**config.mk**
```make
export PLATFORM = sky130hd
export DESIGN_NAME = pc_sequencer_flat
export DESIGN_NICKNAME = d
export VERILOG_FILES = /design/src/rtl/pc_sequencer_if.sv /design/src/rtl/pc_sequencer.sv /design/src/flat_wrapper.sv
export SDC_FILE = /design/constraint.sdc
export NUM_CORES = 1
export LEC_CHECK = 0
export BUFFER_PORTS_ARGS = -buffer_cell sky130_fd_sc_hd__buf_2
export CORE_MARGIN = 2
export CORE_UTILIZATION = 40
export CTS_BUF_LIST = sky130_fd_sc_hd__clkbuf_8
export DETAILED_ROUTE_END_ITERATION = 10
export GPL_TIMING_DRIVEN = 1
export HOLD_SLACK_MARGIN = 0.08
export PLACE_DENSITY = 0.77
export SKIP_CTS_REPAIR_TIMING = 1
export SYNTH_ARGS = -nofsm -noshare
export SYNTH_HDL_FRONTEND = slang
export SYNTH_SLANG_ARGS = --single-unit
```
**constraint.sdc**
```tcl
create_clock -name clk -period 4.3 [get_ports clk]
set_input_delay 1.29 -clock clk [delete_from_list [all_inputs] [get_ports clk]]
set_output_delay 1.29 -clock clk [all_outputs]
set_load 0.1 [all_outputs]
```
**src/rtl/pc_sequencer_if.sv**
```systemverilog
// pc_sequencer_if: request/response bundle between the control/branch side
// (master) and the program counter sequencer (slave).
interface pc_sequencer_if #(
  parameter int unsigned XLEN  = 32,
  parameter int unsigned CNT_W = 16
);
  logic             pc_write;
  logic             redirect_valid;
  logic [1:0]       redirect_kind;
  logic [XLEN-1:0]  redirect_target;
  logic             trap_valid;
  logic [XLEN-1:0]  trap_vector;
  logic [XLEN-1:0]  pc_out;
  logic [XLEN-1:0]  pc_next;
  logic             misalign_fault;
  logic [XLEN-1:0]  misalign_addr;
  logic [CNT_W-1:0] redirect_count;
  logic [XLEN-1:0]  ras_top;
  logic             ras_valid;

  modport master (
    output pc_write, redirect_valid, redirect_kind, redirect_target,
           trap_valid, trap_vector,
    input  pc_out, pc_next, misalign_fault, misalign_addr, redirect_count,
           ras_top, ras_valid
  );

  modport slave (
    input  pc_write, redirect_valid, redirect_kind, redirect_target,
           trap_valid, trap_vector,
    output pc_out, pc_next, misalign_fault, misalign_addr, redirect_count,
           ras_top, ras_valid
  );
endinterface

```
**src/rtl/pc_sequencer.sv**
```systemverilog
// pc_sequencer: PC register selecting trap > redirect > sequential, with misaligned
// redirect fault and saturating redirect counter. PC_SEQUENCER_RAS_EN adds a return-address stack.
module pc_sequencer #(
  parameter int unsigned     XLEN         = 32,
  parameter logic [XLEN-1:0] RESET_VECTOR = '0,
  parameter int unsigned     INC          = 4,
  parameter int unsigned     ALIGN_BITS   = 2,
  parameter int unsigned     CNT_W        = 16,
  parameter int unsigned     RAS_DEPTH    = 4
) (
  input  logic          clk,
  input  logic          reset,
  pc_sequencer_if.slave bus
);

  localparam logic [XLEN-1:0] ALIGN_MASK = XLEN'((64'd1 << ALIGN_BITS) - 64'd1);
  localparam logic [1:0]      KIND_CALL  = 2'd1;
  localparam logic [1:0]      KIND_RET   = 2'd2;

  logic [XLEN-1:0]  pc_q, pc_d;
  logic             fault_q, fault_d;
  logic [XLEN-1:0]  addr_q, addr_d;
  logic [CNT_W-1:0] cnt_q, cnt_d;
  logic [XLEN-1:0]  seq_pc_c;
  logic             misalign_c;
  logic             accept_c;

  // Next-PC selection; a rejected or stalled cycle keeps the current PC.
  always_comb begin
    seq_pc_c   = pc_q + XLEN'(INC);
    misalign_c = (bus.redirect_target & ALIGN_MASK) != '0;
    accept_c   = 1'b0;
    pc_d       = pc_q;
    fault_d    = 1'b0;
    addr_d     = addr_q;
    cnt_d      = cnt_q;
    if (bus.trap_valid) begin
      pc_d = bus.trap_vector & ~ALIGN_MASK;
    end else if (bus.pc_write) begin
      if (bus.redirect_valid && misalign_c) begin
        fault_d = 1'b1;
        addr_d  = bus.redirect_target;
      end else if (bus.redirect_valid) begin
        accept_c = 1'b1;
        pc_d     = bus.redirect_target;
        if (cnt_q != '1) begin
          cnt_d = cnt_q + CNT_W'(1);
        end
      end else begin
        pc_d = seq_pc_c;
      end
    end
  end

  always_ff @(posedge clk or posedge reset) begin
    if (reset) begin
      pc_q    <= RESET_VECTOR;
      fault_q <= 1'b0;
      addr_q  <= '0;
      cnt_q   <= '0;
    end else begin
      pc_q    <= pc_d;
      fault_q <= fault_d;
      addr_q  <= addr_d;
      cnt_q   <= cnt_d;
    end
  end

  assign bus.pc_out         = pc_q;
  assign bus.pc_next        = pc_d;
  assign bus.misalign_fault = fault_q;
  assign bus.misalign_addr  = addr_q;
  assign bus.redirect_count = cnt_q;

`ifdef PC_SEQUENCER_RAS_EN
  localparam int unsigned PTR_W = $clog2(RAS_DEPTH);
  localparam int unsigned OCC_W = PTR_W + 1;

  logic [XLEN-1:0]  ras_mem_q [RAS_DEPTH];
  logic [PTR_W-1:0] wr_ptr_q, wr_ptr_d;
  logic [OCC_W-1:0] occ_q, occ_d;
  logic [XLEN-1:0]  ras_top_q, ras_top_d;
  logic             ras_valid_q;
  logic             push_c, pop_c;

  // Circular stack: wr_ptr points one past the top; a full push overwrites the oldest slot.
  always_comb begin
    push_c    = accept_c && (bus.redirect_kind == KIND_CALL);
    pop_c     = accept_c && (bus.redirect_kind == KIND_RET) && (occ_q != '0);
    wr_ptr_d  = wr_ptr_q;
    occ_d     = occ_q;
    ras_top_d = ras_top_q;
    if (push_c) begin
      wr_ptr_d  = wr_ptr_q + PTR_W'(1);
      occ_d     = (occ_q == OCC_W'(RAS_DEPTH)) ? occ_q : occ_q + OCC_W'(1);
      ras_top_d = seq_pc_c;
    end else if (pop_c) begin
      wr_ptr_d  = wr_ptr_q - PTR_W'(1);
      occ_d     = occ_q - OCC_W'(1);
      ras_top_d = (occ_q == OCC_W'(1)) ? '0 : ras_mem_q[wr_ptr_q - PTR_W'(2)];
    end
  end

  always_ff @(posedge clk or posedge reset) begin
    if (reset) begin
      wr_ptr_q    <= '0;
      occ_q       <= '0;
      ras_top_q   <= '0;
      ras_valid_q <= 1'b0;
    end else begin
      wr_ptr_q    <= wr_ptr_d;
      occ_q       <= occ_d;
      ras_top_q   <= ras_top_d;
      ras_valid_q <= (occ_d != '0);
    end
  end

  // Entry contents need no reset: occupancy gates every read.
  always_ff @(posedge clk) begin
    if (push_c) begin
      ras_mem_q[wr_ptr_q] <= seq_pc_c;
    end
  end

  assign bus.ras_top   = ras_top_q;
  assign bus.ras_valid = ras_valid_q;
`else
  logic unused_ras_cfg;

  assign unused_ras_cfg = ^{bus.redirect_kind, accept_c, (RAS_DEPTH > 1),
                            KIND_CALL, KIND_RET};
  assign bus.ras_top    = '0;
  assign bus.ras_valid  = 1'b0;
`endif

endmodule
```
**src/flat_wrapper.sv**
```systemverilog
// flat-port wrapper written by rule: the top's interface ports become plain ports
module pc_sequencer_flat 
#(
  parameter int unsigned     XLEN         = 32,
  parameter logic [XLEN-1:0] RESET_VECTOR = '0,
  parameter int unsigned     INC          = 4,
  parameter int unsigned     ALIGN_BITS   = 2,
  parameter int unsigned     CNT_W        = 16,
  parameter int unsigned     RAS_DEPTH    = 4
)
  (clk, reset, bus_pc_write, bus_redirect_valid, bus_redirect_kind, bus_redirect_target, bus_trap_valid, bus_trap_vector, bus_pc_out, bus_pc_next, bus_misalign_fault, bus_misalign_addr, bus_redirect_count, bus_ras_top, bus_ras_valid);
  pc_sequencer_if #(.XLEN(XLEN), .CNT_W(CNT_W)) bus_i ();
  input  logic clk;
  input  logic reset;
  input wire logic [$bits(bus_i.pc_write)-1:0] bus_pc_write;
  input wire logic [$bits(bus_i.redirect_valid)-1:0] bus_redirect_valid;
  input wire logic [$bits(bus_i.redirect_kind)-1:0] bus_redirect_kind;
  input wire logic [$bits(bus_i.redirect_target)-1:0] bus_redirect_target;
  input wire logic [$bits(bus_i.trap_valid)-1:0] bus_trap_valid;
  input wire logic [$bits(bus_i.trap_vector)-1:0] bus_trap_vector;
  output wire logic [$bits(bus_i.pc_out)-1:0] bus_pc_out;
  output wire logic [$bits(bus_i.pc_next)-1:0] bus_pc_next;
  output wire logic [$bits(bus_i.misalign_fault)-1:0] bus_misalign_fault;
  output wire logic [$bits(bus_i.misalign_addr)-1:0] bus_misalign_addr;
  output wire logic [$bits(bus_i.redirect_count)-1:0] bus_redirect_count;
  output wire logic [$bits(bus_i.ras_top)-1:0] bus_ras_top;
  output wire logic [$bits(bus_i.ras_valid)-1:0] bus_ras_valid;
  assign bus_i.pc_write = bus_pc_write;
  assign bus_i.redirect_valid = bus_redirect_valid;
  assign bus_i.redirect_kind = bus_redirect_kind;
  assign bus_i.redirect_target = bus_redirect_target;
  assign bus_i.trap_valid = bus_trap_valid;
  assign bus_i.trap_vector = bus_trap_vector;
  assign bus_pc_out = bus_i.pc_out;
  assign bus_pc_next = bus_i.pc_next;
  assign bus_misalign_fault = bus_i.misalign_fault;
  assign bus_misalign_addr = bus_i.misalign_addr;
  assign bus_redirect_count = bus_i.redirect_count;
  assign bus_ras_top = bus_i.ras_top;
  assign bus_ras_valid = bus_i.ras_valid;
  pc_sequencer #(.XLEN(XLEN), .RESET_VECTOR(RESET_VECTOR), .INC(INC), .ALIGN_BITS(ALIGN_BITS), .CNT_W(CNT_W), .RAS_DEPTH(RAS_DEPTH)) u_core (.clk(clk), .reset(reset), .bus(bus_i));
endmodule
```
After elaboration in Yosys (flattened, before gate mapping)
Cells that the tools add are included.
{"block": "word_totals", "wordCells": 20, "ff_bits": 81}
{"block": "classes", "bitwise": 2, "n_eq_ne": 1, "add_sub_neg": 2, "n_reduce_logical": 4, "n_mux": 7}
{"cell": "$mux W32", "count": 4}
{"cell": "$add A32 B3 Y32 const B", "count": 1}
{"cell": "$reduce_bool A32 Y1", "count": 1}
{"cell": "$add A16 B1 Y16 const B", "count": 1}
{"cell": "$ne A16 B16 Y1 const B", "count": 1}
{"cell": "$reduce_and A5 Y1", "count": 1}
{"cell": "$mux W1", "count": 3}
{"cell": "$reduce_and A3 Y1", "count": 1}
{"cell": "$not A1 Y1", "count": 2}
{"cell": "$logic_and A1 B1 Y1", "count": 1}

Logic depth before layout (Yosys ltp)
{"block": "logic_depth", "ltp_word": 5, "mapped_depth": 8, "mapped_depth_nobuf": 6}

Least setup slack after synthesis
OpenSTA, ideal clock, no wires.
{"block": "synth_path", "kind": "input-to-output", "start": "input port bus_redirect_valid", "end": "output port bus_pc_next[10]", "cell_stages": 5, "path_slack_ns": -2.662, "arrival_time_ns": 5.672, "cell_sequence": "buf_2 -> buf_1 -> buf_1 -> a21oi_1 -> o311ai_0"}
{"block": "synth_between", "elab_chain_len": 4, "elab_cells_between_ends": 5, "cone_classes": "mux: 4; reduce/logical: 1"}
{"item": "start, declared", "line_no": "flat_wrapper.sv:16", "rtl": "input wire logic [$bits(bus_i.redirect_valid)-1:0] bus_redirect_valid;"}
{"item": "$mux W32 or $logic_and A1 B1 Y1 (tied branches)", "line_no": "pc_sequencer.sv:43, pc_sequencer.sv:40"}
{"item": "$mux W32 (*)", "line_no": "pc_sequencer.sv:40", "rtl": "if (bus.redirect_valid && misalign_c) begin"}
{"item": "$mux W32 (*)", "line_no": "pc_sequencer.sv:39", "rtl": "end else if (bus.pc_write) begin"}
{"item": "$mux W32 (*)", "line_no": "pc_sequencer.sv:37", "rtl": "if (bus.trap_valid) begin"}
{"item": "end, declared", "line_no": "flat_wrapper.sv:22", "rtl": "output wire logic [$bits(bus_i.pc_next)-1:0] bus_pc_next;"}
Every way passes the cells marked *; elsewhere a longest branch is shown, timed or not.

Final worst setup path
{"block": "layout_path", "start": "input port bus_redirect_target[0]", "end": "output port bus_pc_next[31]"}
{"block": "layout_between", "elab_chain_len": 5}
{"item": "start, declared", "line_no": "flat_wrapper.sv:18", "rtl": "input wire logic [$bits(bus_i.redirect_target)-1:0] bus_redirect_target;"}
{"item": "$reduce_bool A32 Y1", "line_no": "pc_sequencer.sv:31", "rtl": "misalign_c = (bus.redirect_target & ALIGN_MASK) != '0;"}
{"item": "$logic_and A1 B1 Y1", "line_no": "pc_sequencer.sv:40"}
{"item": "$mux W32", "line_no": "pc_sequencer.sv:40"}
{"item": "$mux W32", "line_no": "pc_sequencer.sv:39"}
{"item": "$mux W32", "line_no": "pc_sequencer.sv:37"}
Every way passes these cells.

==> key figures <==
Timing
  • Worst path setup slack after routing: between 0.1 and 0.15 ns
  • Final clock skew: between 0.01 and 0.015 ns
  • Final period util: 0.967
  • Number of failing setup endpoints in the final timing report: 0
  • Max-slew violation count: 0
  • RSZ-0062 raised after global routing: no
  • Hold Vio Cnt, Final: 0
  • Worst relative slew slack: 0.453
  • Maximum clock frequency: between 0.2 and 0.25 GHz
  • Worst-margin pin slew: ~0.8 ns
  • Minimum clock period after layout: between 4 and 5 ns

Global routing
  • Initial antenna violation count: 0
  • Via count of the first global-routing pass: 4,250
  • Total grt overflow: 0
  • Largest net degree at the start of global routing: 46
  • Global-route wire length before repair: 22,800 um
  • All-Layer GR Usage: 0.228

Layout
  • Post-route cell area: 0.00646 sq mm
  • # nets final: 724
  • Sequential cell area: 0.00205 sq mm
  • Diode insertion count for antenna repair: 0
  • Share of final-layout standard cells stronger than drive strength 1: 0.465
  • Fill cell count: 968
  • Area occupied by multi-input gates: 0.00251 sq mm
  • Relative area change from synthesis to final layout: 39.8%

Route
  • Drt wl/cell: 17.7 um
  • Final WL: 14,200 um
  • Vias/cell: 5.51
  • DRC errors left: 0
  • Via count: 4,402
  • Drt initial violations: 461
  • Post-route ant nets: 0
  • 1st-pass router iterations: 5

Pwr
  • Lkg Pwr: about 3.0 nW
  • Internal power consumption: 1.50 mW
  • Power density normalized to cell area: 519 mW/mm^2
  • Register share of total power: 0.290
  • Switching power: approximately 1.9 mW
  • Switching share of total power: 0.552
  • Worst vdd ir: 0.000449 V
  • Comb pwr share: 0.533
  • Clock share of power: 0.178

Synth
  • Most used flip-flop cell after synthesis: sky130_fd_sc_hd__dfrtp_1
  • Post-synthesis share of cell area spent on full adders, half adders and majority gates: 0.00541
  • Post-Synthesis Cell Area: 0.00462 sq mm
  • Multiplexer area fraction after synthesis: 0.107
  • Commonest cells in the synthesized netlist: 81 x sky130_fd_sc_hd__dfrtp_1, 57 x sky130_fd_sc_hd__nand2_1, 34 x sky130_fd_sc_hd__mux2_2
  • Count of cell types in the netlist: 70
  • Cell type with the highest aggregate area in the netlist: sky130_fd_sc_hd__dfrtp_1
  • Yosys warnings: 0
  • Number of enable-type register cells in the synthesized netlist: 0
  • Register bit count reported by yosys: slightly above 80
  • Post-synthesis area per instance: between 9 and 10 sq um
  • Proportion of synthesized flip-flops having asynchronous set or reset: 1.00
  • Largest family of logic cells by synthesized area: simple AND/OR/NAND/NOR gates
  • Share of Yosys cell area claimed by the top area cell type: 0.439
  • Synthesized-area fraction occupied by and/or/nand/nor cells: 0.181
  • Cell types with the largest area share after synthesis: sky130_fd_sc_hd__dfrtp_1 44%, sky130_fd_sc_hd__mux2_2 8.3%, sky130_fd_sc_hd__buf_4 5.4%
  • Gate count after technology mapping: 465
  • Cell with the most instances after synthesis: sky130_fd_sc_hd__dfrtp_1
  • Part of the Yosys area used for sequential elements: 0.439
  • Post-synthesis compound-gate area fraction: 0.149
  • Parity-gate share of the synthesized area counting xor and xnor cells: 0.0284

Floorplan
  • # rows: 39
  • Initial core utilization: 0.407
  • IO Pins: ~220
  • Overall die area: 0.0124 sq mm
  • Die span in y: roughly 110 um
  • Area of the placeable core: 0.0114 sq mm
  • Chip width: 111 um

Placed design
  • Gpl congestion: 0.899
  • Number of buffers added on ports: 179
  • Area after detailed placement: 0.00625 sq mm
  • Worst slack at placement: 0.159 ns
  • Detailed-placement wirelength estimate: 11,000 um

CTS
  • Number of CTS-inserted buffers: 9
  • Clock latency on the worst-skew pair: 0.36 ns
  • Clock sink count: roughly 80
  • CTS H-Tree Depth: 3
  • Max Buffers Root-to-Sink: 2
  • Buffer cell driving the clock tree root: sky130_fd_sc_hd__clkbuf_8
  • TritonCTS clock tree: yes
  • Clock input transition at the sequential cells of the worst setup and hold paths: 0.08 ns

Flow run
  • Maximum capacitance violations: 0

Setup path
  • Most prevalent standard cell on the critical path: sky130_fd_sc_hd__buf_12
  • Standard cell with the maximum stage delay on the critical path: sky130_fd_sc_hd__and2_1
  • Worst EP required: 3.01 ns
  • Endpoint kind of the worst setup timing path: output pin
  • Nature of the critical path startpoint: input pin
  • Worst setup path class: in2out
  • Slowest cell delay on critical path: 0.28 ns
  • CP Cell Sequence: buf_2, o21ai_2, and2_1, buf_12, nor2_1, a311o_1, a22oi_2, buf_12
  • Critical Path AT: 2.87 ns
  • Worst-path fanout max: 24

Run status
  • Result of the run: completed

Min path
  • Type of the most critical hold path: reg2reg
cell usage in the layout, fill, tap and decap left out, types with 3 or more instances in the layout:
master and count:
sky130_fd_sc_hd__a21o_1 4, sky130_fd_sc_hd__a21oi_1 12, sky130_fd_sc_hd__a221oi_1 4, sky130_fd_sc_hd__a22oi_2 6, sky130_fd_sc_hd__a31oi_1 3, sky130_fd_sc_hd__and2_1 3
sky130_fd_sc_hd__and3_1 6, sky130_fd_sc_hd__and4_1 4, sky130_fd_sc_hd__buf_12 29, sky130_fd_sc_hd__buf_2 153, sky130_fd_sc_hd__buf_4 17, sky130_fd_sc_hd__clkbuf_8 9
sky130_fd_sc_hd__conb_1 33, sky130_fd_sc_hd__dfrtp_1 66, sky130_fd_sc_hd__dfrtp_2 15, sky130_fd_sc_hd__inv_1 8, sky130_fd_sc_hd__mux2_2 34, sky130_fd_sc_hd__mux2i_1 10
sky130_fd_sc_hd__nand2_1 57, sky130_fd_sc_hd__nand3_1 19, sky130_fd_sc_hd__nand4_1 11, sky130_fd_sc_hd__nor2_1 24, sky130_fd_sc_hd__nor3_1 5, sky130_fd_sc_hd__nor4_1 4
sky130_fd_sc_hd__o211ai_1 4, sky130_fd_sc_hd__o21ai_0 14, sky130_fd_sc_hd__o21ai_1 6, sky130_fd_sc_hd__o21ai_2 8, sky130_fd_sc_hd__or3_1 3, sky130_fd_sc_hd__xnor2_1 11
sky130_fd_sc_hd__xor2_1 4
cell families after synthesis:
family,Yosys count
mux,45
buf+inv,65
xor+xnor,15
compound gates,100
flops,81
simple gates,156
other cells,1
fa+ha+maj,2
final cells by class:
cell class | instances | share of cell area
clock buffers | 9 | 0.0192
repair buffers | 199 | 0.228
clock inverters | 7 | 0.0138
multi-input cells | 351 | 0.389
flip-flops and latches | 81 | 0.317
inverters | 9 | 0.00542
well taps | 143 | 0.0277
state kept, by name, summed over array words and instances, names as in the netlist:
| register | flops |
|---|---|
| u_core.bus.misalign_addr | 32 |
| u_core.bus.pc_out | 32 |
| u_core.bus.redirect_count | 16 |
| u_core.bus.misalign_fault | 1 |
metrics by stage:
stage / instances / power [mW] / TNS, ns / hold WS, ns / utilization
CTS: 799 / 3.38 / 0 / 0.507 / 0.568
floorplan: 497 / 2.42 / -0.511 / 1.05 / -
detailed placement: 783 / 2.77 / 0 / 0.490 / 0.549
global route: 799 / 3.48 / 0 / 0.521 / 0.568
global placement: 783 / 2.75 / 0 / 0.486 / 0.549
finish: 799 / 3.35 / 0 / 0.508 / 0.568
worst max-delay path, delay by kind of cell:
family / cells / cell delay, ns
compound gates: 3 / 0.66
buf+inv: 3 / 0.56
simple gates: 2 / 0.34
final timing paths:
kind	from	to	slack (ns)	depth (start not counted)
max	bus_redirect_target[0]	bus_pc_next[31]	0.14	8
min	u_core.bus.misalign_addr[29]	u_core.bus.misalign_addr[29]	0.51	1
max reg2reg	u_core.bus.pc_out[2]	u_core.bus.pc_out[24]	1.97	6
min reg2reg	u_core.bus.misalign_addr[29]	u_core.bus.misalign_addr[29]	0.51	1
max in group asynchronous	reset	u_core.bus.misalign_addr[18]	2.64	3
min in group asynchronous	reset	u_core.bus.misalign_addr[5]	1.00	2
per-layer routing:
metal | track usage | routed length (um) | vias up
met4 | 0.0700 | 226 | 0
li1 | - | - | 2017
met1 | 0.305 | 6040 | 2131
met5 | 0 | 0 | -
met2 | 0.365 | 6750 | 233
met3 | 0.0621 | 1170 | 21
power groups by stage:
stage	combinational, mW	clock, mW	sequential (mW)
after floorplan	0.653	0	1.77
after global placement	1.78	0	0.975
after detailed placement	1.79	0	0.984
after CTS	1.79	0.615	0.970
after global routing	1.84	0.649	0.988
final	1.79	0.596	0.971
No activity file was read; power rests on OpenSTA's default activity.
